--- src/rtl/fetch_unit_pkg.sv ---
`default_nettype none
// ============================================================================
//  Module      : fetch_unit_pkg
//  Description : Shared types and constants for the instruction-fetch stage.
//                fetch_state_t - fetch FSM states (IDLE, REQ, WAIT)
//                fetch_out_t   - one entry of the decode-facing buffer
//                c_RESET_PC    - default first fetch address after reset
//                pc_inc()      - sequential PC step (32-bit wrap, no flag)
//  Revision    : 1.0 - initial release
// ============================================================================
package fetch_unit_pkg;

  localparam logic [31:0] c_RESET_PC = 32'hbfc0_0000;

  typedef enum logic [1:0] {
    IDLE = 2'd0,
    REQ  = 2'd1,
    WAIT = 2'd2
  } fetch_state_t;

  typedef struct packed {
    logic [31:0] pc;
    logic [31:0] instr;
    logic        addr_err;
  } fetch_out_t;

  // Sequential successor; wraps from 32'hffff_fffc to 0 silently.
  function automatic logic [31:0] pc_inc(input logic [31:0] pc);
    return pc + 32'd4;
  endfunction

endpackage : fetch_unit_pkg
`default_nettype wire

--- src/rtl/fetch_out_buf.sv ---
`default_nettype none
// ============================================================================
//  Module      : fetch_out_buf
//  Description : One-entry valid/ready register between fetch and decode.
//                A load always wins: it overwrites the entry and keeps
//                valid set, even when the old entry is consumed on the same
//                edge. Without a load, valid clears on valid & ready.
//  Ports       : clk, resetn        - clock, asynchronous active-low reset
//                load_i, load_*_i   - write a new entry this edge
//                ready_i            - consumer accepts the current entry
//                valid_o, pc_o, instr_o, err_o - registered entry contents
//  Revision    : 1.0 - initial release
// ============================================================================
module fetch_out_buf
  import fetch_unit_pkg::*;
(
  input  logic        clk,
  input  logic        resetn,
  input  logic        load_i,
  input  logic [31:0] load_pc_i,
  input  logic [31:0] load_instr_i,
  input  logic        load_err_i,
  input  logic        ready_i,
  output logic        valid_o,
  output logic [31:0] pc_o,
  output logic [31:0] instr_o,
  output logic        err_o
);

  logic       valid_q;
  fetch_out_t entry_q;

  always_ff @(posedge clk or negedge resetn) begin
    if (!resetn) begin
      valid_q <= 1'b0;
      entry_q <= '0;
    end else if (load_i) begin
      valid_q          <= 1'b1;
      entry_q.pc       <= load_pc_i;
      entry_q.instr    <= load_instr_i;
      entry_q.addr_err <= load_err_i;
    end else if (valid_q && ready_i) begin
      valid_q <= 1'b0;
    end
  end

  assign valid_o = valid_q;
  assign pc_o    = entry_q.pc;
  assign instr_o = entry_q.instr;
  assign err_o   = entry_q.addr_err;

endmodule : fetch_out_buf
`default_nettype wire

--- src/rtl/fetch_unit.sv ---
`default_nettype none
// ============================================================================
//  Module      : fetch_unit
//  Description : Instruction-fetch stage. Owns the PC, issues one word
//                request at a time on a split addr_ok/data_ok bus, hands
//                {pc, instr} to decode through fetch_out_buf and applies
//                delay-slot branch redirects from decode.
//  Parameters  : RESET_PC - first fetch address after reset
//  Macro       : FETCH_ADDR_ERR_EN - misaligned PCs are not fetched; a nop
//                is delivered with out_addr_err=1 (port exists only then).
//  Ports       : clk, resetn                     - clock, async low reset
//                ireq_valid, ireq_addr           - fetch request
//                iresp_addr_ok, iresp_data_ok,
//                iresp_data                      - bus response
//                redirect_valid, redirect_pc     - taken branch from decode
//                out_valid, out_pc, out_instr,
//                out_ready                       - decode handshake
//  Revision    : 1.0 - initial release
// ============================================================================
module fetch_unit
  import fetch_unit_pkg::*;
#(
  parameter logic [31:0] RESET_PC = c_RESET_PC
) (
  input  logic        clk,
  input  logic        resetn,
  output logic        ireq_valid,
  output logic [31:0] ireq_addr,
  input  logic        iresp_addr_ok,
  input  logic        iresp_data_ok,
  input  logic [31:0] iresp_data,
  input  logic        redirect_valid,
  input  logic [31:0] redirect_pc,
  output logic        out_valid,
  output logic [31:0] out_pc,
  output logic [31:0] out_instr,
  input  logic        out_ready
`ifdef FETCH_ADDR_ERR_EN
  ,
  output logic        out_addr_err
`endif
);

  fetch_state_t state_q;
  logic [31:0]  pc_q;
  logic [31:0]  pc_d;
  logic         redir_pend_q;
  logic [31:0]  redir_tgt_q;
  logic         ireq_valid_q;
  logic [31:0]  ireq_addr_q;

  logic         w_out_valid;
  logic         w_buf_err;
  logic         w_buf_free;
  logic         w_bus_capture;
  logic         w_err_capture;
  logic         w_capture;
  logic         w_misaligned;
  logic         w_next_misaligned;
  logic         w_issue_after_capture;
  logic [31:0]  w_load_instr;

  // The buffer can take a word on the next edge if it is empty now or
  // its current entry is being consumed on that edge.
  assign w_buf_free = !w_out_valid || out_ready;

`ifdef FETCH_ADDR_ERR_EN
  assign w_misaligned      = (pc_q[1:0] != 2'b00);
  assign w_next_misaligned = (pc_d[1:0] != 2'b00);
  assign out_addr_err      = w_buf_err;
`else
  logic w_unused_addr_err;
  assign w_misaligned      = 1'b0;
  assign w_next_misaligned = 1'b0;
  assign w_unused_addr_err = w_buf_err;
`endif

  // Bus data lands in the buffer on the data_ok edge.
  always_comb begin
    w_bus_capture = 1'b0;
    case (state_q)
      REQ:     w_bus_capture = iresp_addr_ok && iresp_data_ok;
      WAIT:    w_bus_capture = iresp_data_ok;
      default: w_bus_capture = 1'b0;
    endcase
  end

  // A misaligned PC is delivered as a nop straight from IDLE.
  assign w_err_capture = (state_q == IDLE) && w_misaligned && w_buf_free;
  assign w_capture     = w_bus_capture || w_err_capture;
  assign w_load_instr  = w_err_capture ? 32'h0 : iresp_data;

  // PC moves only when a word is captured. A redirect on the capture edge
  // makes the captured word its delay slot, so the target is taken at once;
  // otherwise a pending target (from an earlier redirect) takes effect here.
  always_comb begin
    pc_d = pc_q;
    if (w_capture) begin
      if (redirect_valid) begin
        pc_d = redirect_pc;
      end else if (redir_pend_q) begin
        pc_d = redir_tgt_q;
      end else begin
        pc_d = pc_inc(pc_q);
      end
    end
  end

  // After a capture the buffer holds the new word, so the next request is
  // issued straight away only while decode is still accepting.
  assign w_issue_after_capture = out_ready && !w_next_misaligned;

  always_ff @(posedge clk or negedge resetn) begin
    if (!resetn) begin
      state_q      <= IDLE;
      pc_q         <= RESET_PC;
      redir_pend_q <= 1'b0;
      redir_tgt_q  <= 32'h0;
      ireq_valid_q <= 1'b0;
      ireq_addr_q  <= 32'h0;
    end else begin
      pc_q <= pc_d;

      if (w_capture) begin
        redir_pend_q <= 1'b0;
      end else if (redirect_valid) begin
        // Last redirect wins while one is already pending.
        redir_pend_q <= 1'b1;
        redir_tgt_q  <= redirect_pc;
      end

      case (state_q)
        IDLE: begin
          if (w_buf_free && !w_misaligned) begin
            state_q      <= REQ;
            ireq_valid_q <= 1'b1;
            ireq_addr_q  <= pc_q;
          end
        end
        REQ: begin
          // ireq_addr_q is untouched until the request is accepted.
          if (iresp_addr_ok) begin
            if (iresp_data_ok && w_issue_after_capture) begin
              state_q     <= REQ;
              ireq_addr_q <= pc_d;
            end else if (iresp_data_ok) begin
              state_q      <= IDLE;
              ireq_valid_q <= 1'b0;
            end else begin
              state_q      <= WAIT;
              ireq_valid_q <= 1'b0;
            end
          end
        end
        WAIT: begin
          if (iresp_data_ok) begin
            if (w_issue_after_capture) begin
              state_q      <= REQ;
              ireq_valid_q <= 1'b1;
              ireq_addr_q  <= pc_d;
            end else begin
              state_q <= IDLE;
            end
          end
        end
        default: begin
          state_q      <= IDLE;
          ireq_valid_q <= 1'b0;
        end
      endcase
    end
  end

  assign ireq_valid = ireq_valid_q;
  assign ireq_addr  = ireq_addr_q;

  fetch_out_buf u_out_buf (
    .clk          (clk),
    .resetn       (resetn),
    .load_i       (w_capture),
    .load_pc_i    (pc_q),
    .load_instr_i (w_load_instr),
    .load_err_i   (w_err_capture),
    .ready_i      (out_ready),
    .valid_o      (w_out_valid),
    .pc_o         (out_pc),
    .instr_o      (out_instr),
    .err_o        (w_buf_err)
  );

  assign out_valid = w_out_valid;

endmodule : fetch_unit
`default_nettype wire

--- config.mk ---
export PLATFORM = sky130hd
export DESIGN_NAME = fetch_unit
export DESIGN_NICKNAME = d
export VERILOG_FILES = /design/src/rtl/fetch_unit_pkg.sv /design/src/rtl/fetch_out_buf.sv /design/src/rtl/fetch_unit.sv
export SDC_FILE = /design/constraint.sdc
export NUM_CORES = 1
export LEC_CHECK = 0
export ABC_AREA = 1
export BUFFER_PORTS_ARGS = -buffer_cell sky130_fd_sc_hd__buf_2
export CAP_MARGIN = 10
export CORE_MARGIN = 2
export CORE_UTILIZATION = 30
export CTS_BUF_LIST = sky130_fd_sc_hd__clkbuf_8
export DETAILED_ROUTE_END_ITERATION = 7
export PLACE_DENSITY = 0.49
export SLEW_MARGIN = 15
export SYNTH_ARGS = -nofsm -noshare
export SYNTH_HDL_FRONTEND = slang
export SYNTH_SLANG_ARGS = --single-unit
--- constraint.sdc ---
create_clock -name clk -period 2.3 [get_ports clk]
set_clock_uncertainty 0.2 [all_clocks]
set_input_delay 0.115 -clock clk [delete_from_list [all_inputs] [get_ports clk]]
set_output_delay 0.115 -clock clk [all_outputs]
set_load 0.02 [all_outputs]
==> impl_metrics.ini <==
[global_route]
grt.total_usage = 0.174
grt_max_degree = 61
grt_pass1_vias = 6937
grt_pass1_wl_um = 38100
antenna_found_initial = 0
grt_remaining_overflow = 0

[synthesis]
synth_nets = 1040
synth_compound_area_frac = 0.0950
ys_types = 39
ys_seq_elements = 165
synth_edf_count = 0
synthMuxAreaShare = 0.0244
yosys.area_share.simple = 0.276
async_flop_share = 1.00
synth_top_family_by_area = simple AND/OR/NAND/NOR gates
synth_cells = 965
synthAdderAreaFrac = 0.00797
ys_warn_count = 0
synthXorXnorAreaFrac = 0.00446
yosysSeqAreaShare = 0.527
syn_area_mm2 = 0.00785
ys_dominant_reg_cell = dfrtp_1
syn_avg_cell_area_um2 = 8.14

[layout]
synthToLayoutAreaGrowth_pct = 30.9
instances_no_fill = 1556
layout-drive-gt1-share = 0.232
num_antenna_cells = 0
nNetsFinal = 1283
layout_common_cells = nand2_1, buf_2, dfrtp_1, dlygate4sd3_1, o21ai_0
fin_util = 0.397
layout_commonest_cell = nand2_1

[cts]
cts_max_level = 4
cts_tree = built
cts_buffer_depth = 2
root_buffer = clkbuf_8
post_cts.repair.setup_buffers = 0
clk_latency_ns = 0.48
cts-buffers-inserted = 17
clkTransAtPathRegs_ns = 0.10
cts.sinks = 165

[floorplanning]
fp.dieH_um = 166
io_pins = 168
start_util = 0.303
rows = 59
fp.coreArea_mm2 = 0.0259
dieWidth_um = 166
die_area_mm2 = 0.0275

[setup_path]
end_kind = register
arrival_ns = 2.26
start_kind = register
path_class = register to register
cp_data_required_time_ns = 2.47
cp_max_fo = 47

[worst_hold_path]
hp-class = input pin to register

[run]
maxCapViolCount = 0

[power]
vdd_ir_drop_max_uv = 461
cellPowerDensity_mw_per_mm2 = 1260
power.leakage_nw = 5.24

[routing]
routed_wl_um = 23600
first_pass_iters = 5
drc = 0
num_vias = 6985
wl_per_cell_um = 15.2
drtIter0Drc = 489
ant_nets = 0
vias_per_cell = 4.49

[placed_design]
place_congestion = 0.876
port_buffers = 167
dp_hpwl_um = 16700
dp.cells = 1454

[sta]
finalSetupViolCount = 0
maxSlewViolCount = 0
rsz0062_at_grt = false
min_period_ns = 2.09
hold_violations = 0
max-slew-margin-rel = 0.649
final.setup.tns_ns = 0
max_freq_mhz = 478
fin_crit_sh = 0.910
max_slew.worst_pin.slew_ns = 0.520

[status]
outcome = finished, final reports clean
## critical path, stage by stage (launching register included)
cell and delay, ns:
dfrtp_1 0.39, inv_1 0.09, ha_1 0.30, nand2_2 0.06, a21oi_4 0.16, inv_4 0.07
nand2_1 0.11, buf_12 0.23, mux2_2 0.36
## final cells by class
| type | instances | area (um^2) |
|---|---|---|
| fill | 2712 | 15600 |
| sequential | 165 | 4140 |
| multi-input combinational | 689 | 3230 |
| timing repair buffer | 264 | 1830 |
| tap | 335 | 419 |
| inverter | 71 | 270 |
| clock buffer | 17 | 234 |
| clock inverter | 15 | 153 |
## report_power, final
part / total, mW / leakage [nW] / internal, mW / switching (mW)
Sequential: 5.00 / 1.99 / 4.18 / 0.826
Clock: 2.13 / 0.190 / 0.818 / 1.31
Combinational: 5.82 / 3.06 / 2.03 / 3.79
## path summary, 6_finish.rpt
| check | startpoint | endpoint | slack (ns) | cells past startpoint |
|---|---|---|---|---|
| max reg2reg | state_q[0] | redir_tgt_q[30] | 0.21 | 8 |
| min reg2reg | u_out_buf.instr_o[28] | u_out_buf.instr_o[28] | 0.27 | 2 |
| min | iresp_addr_ok | ireq_valid | 0.06 | 5 |
| max in group asynchronous | resetn | redir_tgt_q[10] | 0.84 | 4 |
| max | state_q[0] | redir_tgt_q[30] | 0.21 | 8 |
| min in group asynchronous | resetn | ireq_addr[30] | 0.47 | 3 |
## kinds of logic after synthesis
| logic type | count (synthesis) |
|---|---|
| compound gates | 123 |
| xor+xnor | 4 |
| fa+ha+maj | 5 |
| buf+inv | 111 |
| flops | 165 |
| mux | 17 |
| simple gates | 540 |
## state kept, by name, summed over array words and instances, names as in the netlist
signal	count
u_out_buf.pc_o	32
ireq_addr	32
state_q	2
ireq_valid	1
redir_pend_q	1
pc_q	32
u_out_buf.instr_o	32
redir_tgt_q	32
u_out_buf.valid_o	1
## metrics by stage
step / total power, mW / hold slack (ns) / setup WS [ns] / area, um^2
6_report: 12.9 / 0.0582 / 0.207 / 10300
5_1_grt: 14.0 / 0.0744 / 0.0499 / 10300
4_1_cts: 13.1 / 0.0339 / 0.00901 / 10300
3_5_place_dp: 10.8 / -0.0603 / 0.0311 / 9150
3_3_place_gp: 10.8 / -0.0566 / 0.0653 / 9150
2_1_floorplan: 8.74 / -0.381 / 0.393 / 7850
## cell usage after synthesis (all sizes together) (3+ instances only)
| cell | number | share of area |
|---|---|---|
| dfrtp | 156 | 0.50 |
| buf | 28 | 0.025 |
| inv | 70 | 0.033 |
| clkbuf | 12 | 0.0057 |
| xor2 | 4 | 0.0045 |
| nand2 | 414 | 0.20 |
| ha | 5 | 0.0080 |
| a21boi | 14 | 0.013 |
| o22ai | 3 | 0.0024 |
| nand3 | 46 | 0.029 |
| a21oi | 10 | 0.0078 |
| and2 | 4 | 0.0032 |
| a22oi | 6 | 0.0057 |
| a221oi | 6 | 0.0091 |
| mux2 | 17 | 0.024 |
| o21ai | 73 | 0.047 |
| a31oi | 5 | 0.0040 |
| nor2 | 71 | 0.038 |
| o21a | 3 | 0.0029 |
| dfstp | 9 | 0.030 |
## per-layer routing
metal / track usage / up-vias / wire [um]
met2: 0.264 / 158 / 10300
met3: 0.0343 / 15 / 844
li1: - / 3532 / -
met1: 0.256 / 3280 / 12100
met4: 0.0442 / 0 / 275
met5: 0 / - / 0
## timing repair
item,CTS,global route
gates resized for setup,0,4
hold endpoints to repair,276,0
hold buffers,70,0
setup endpoints to repair,0,6
Power figures use the tool's default switching activity.
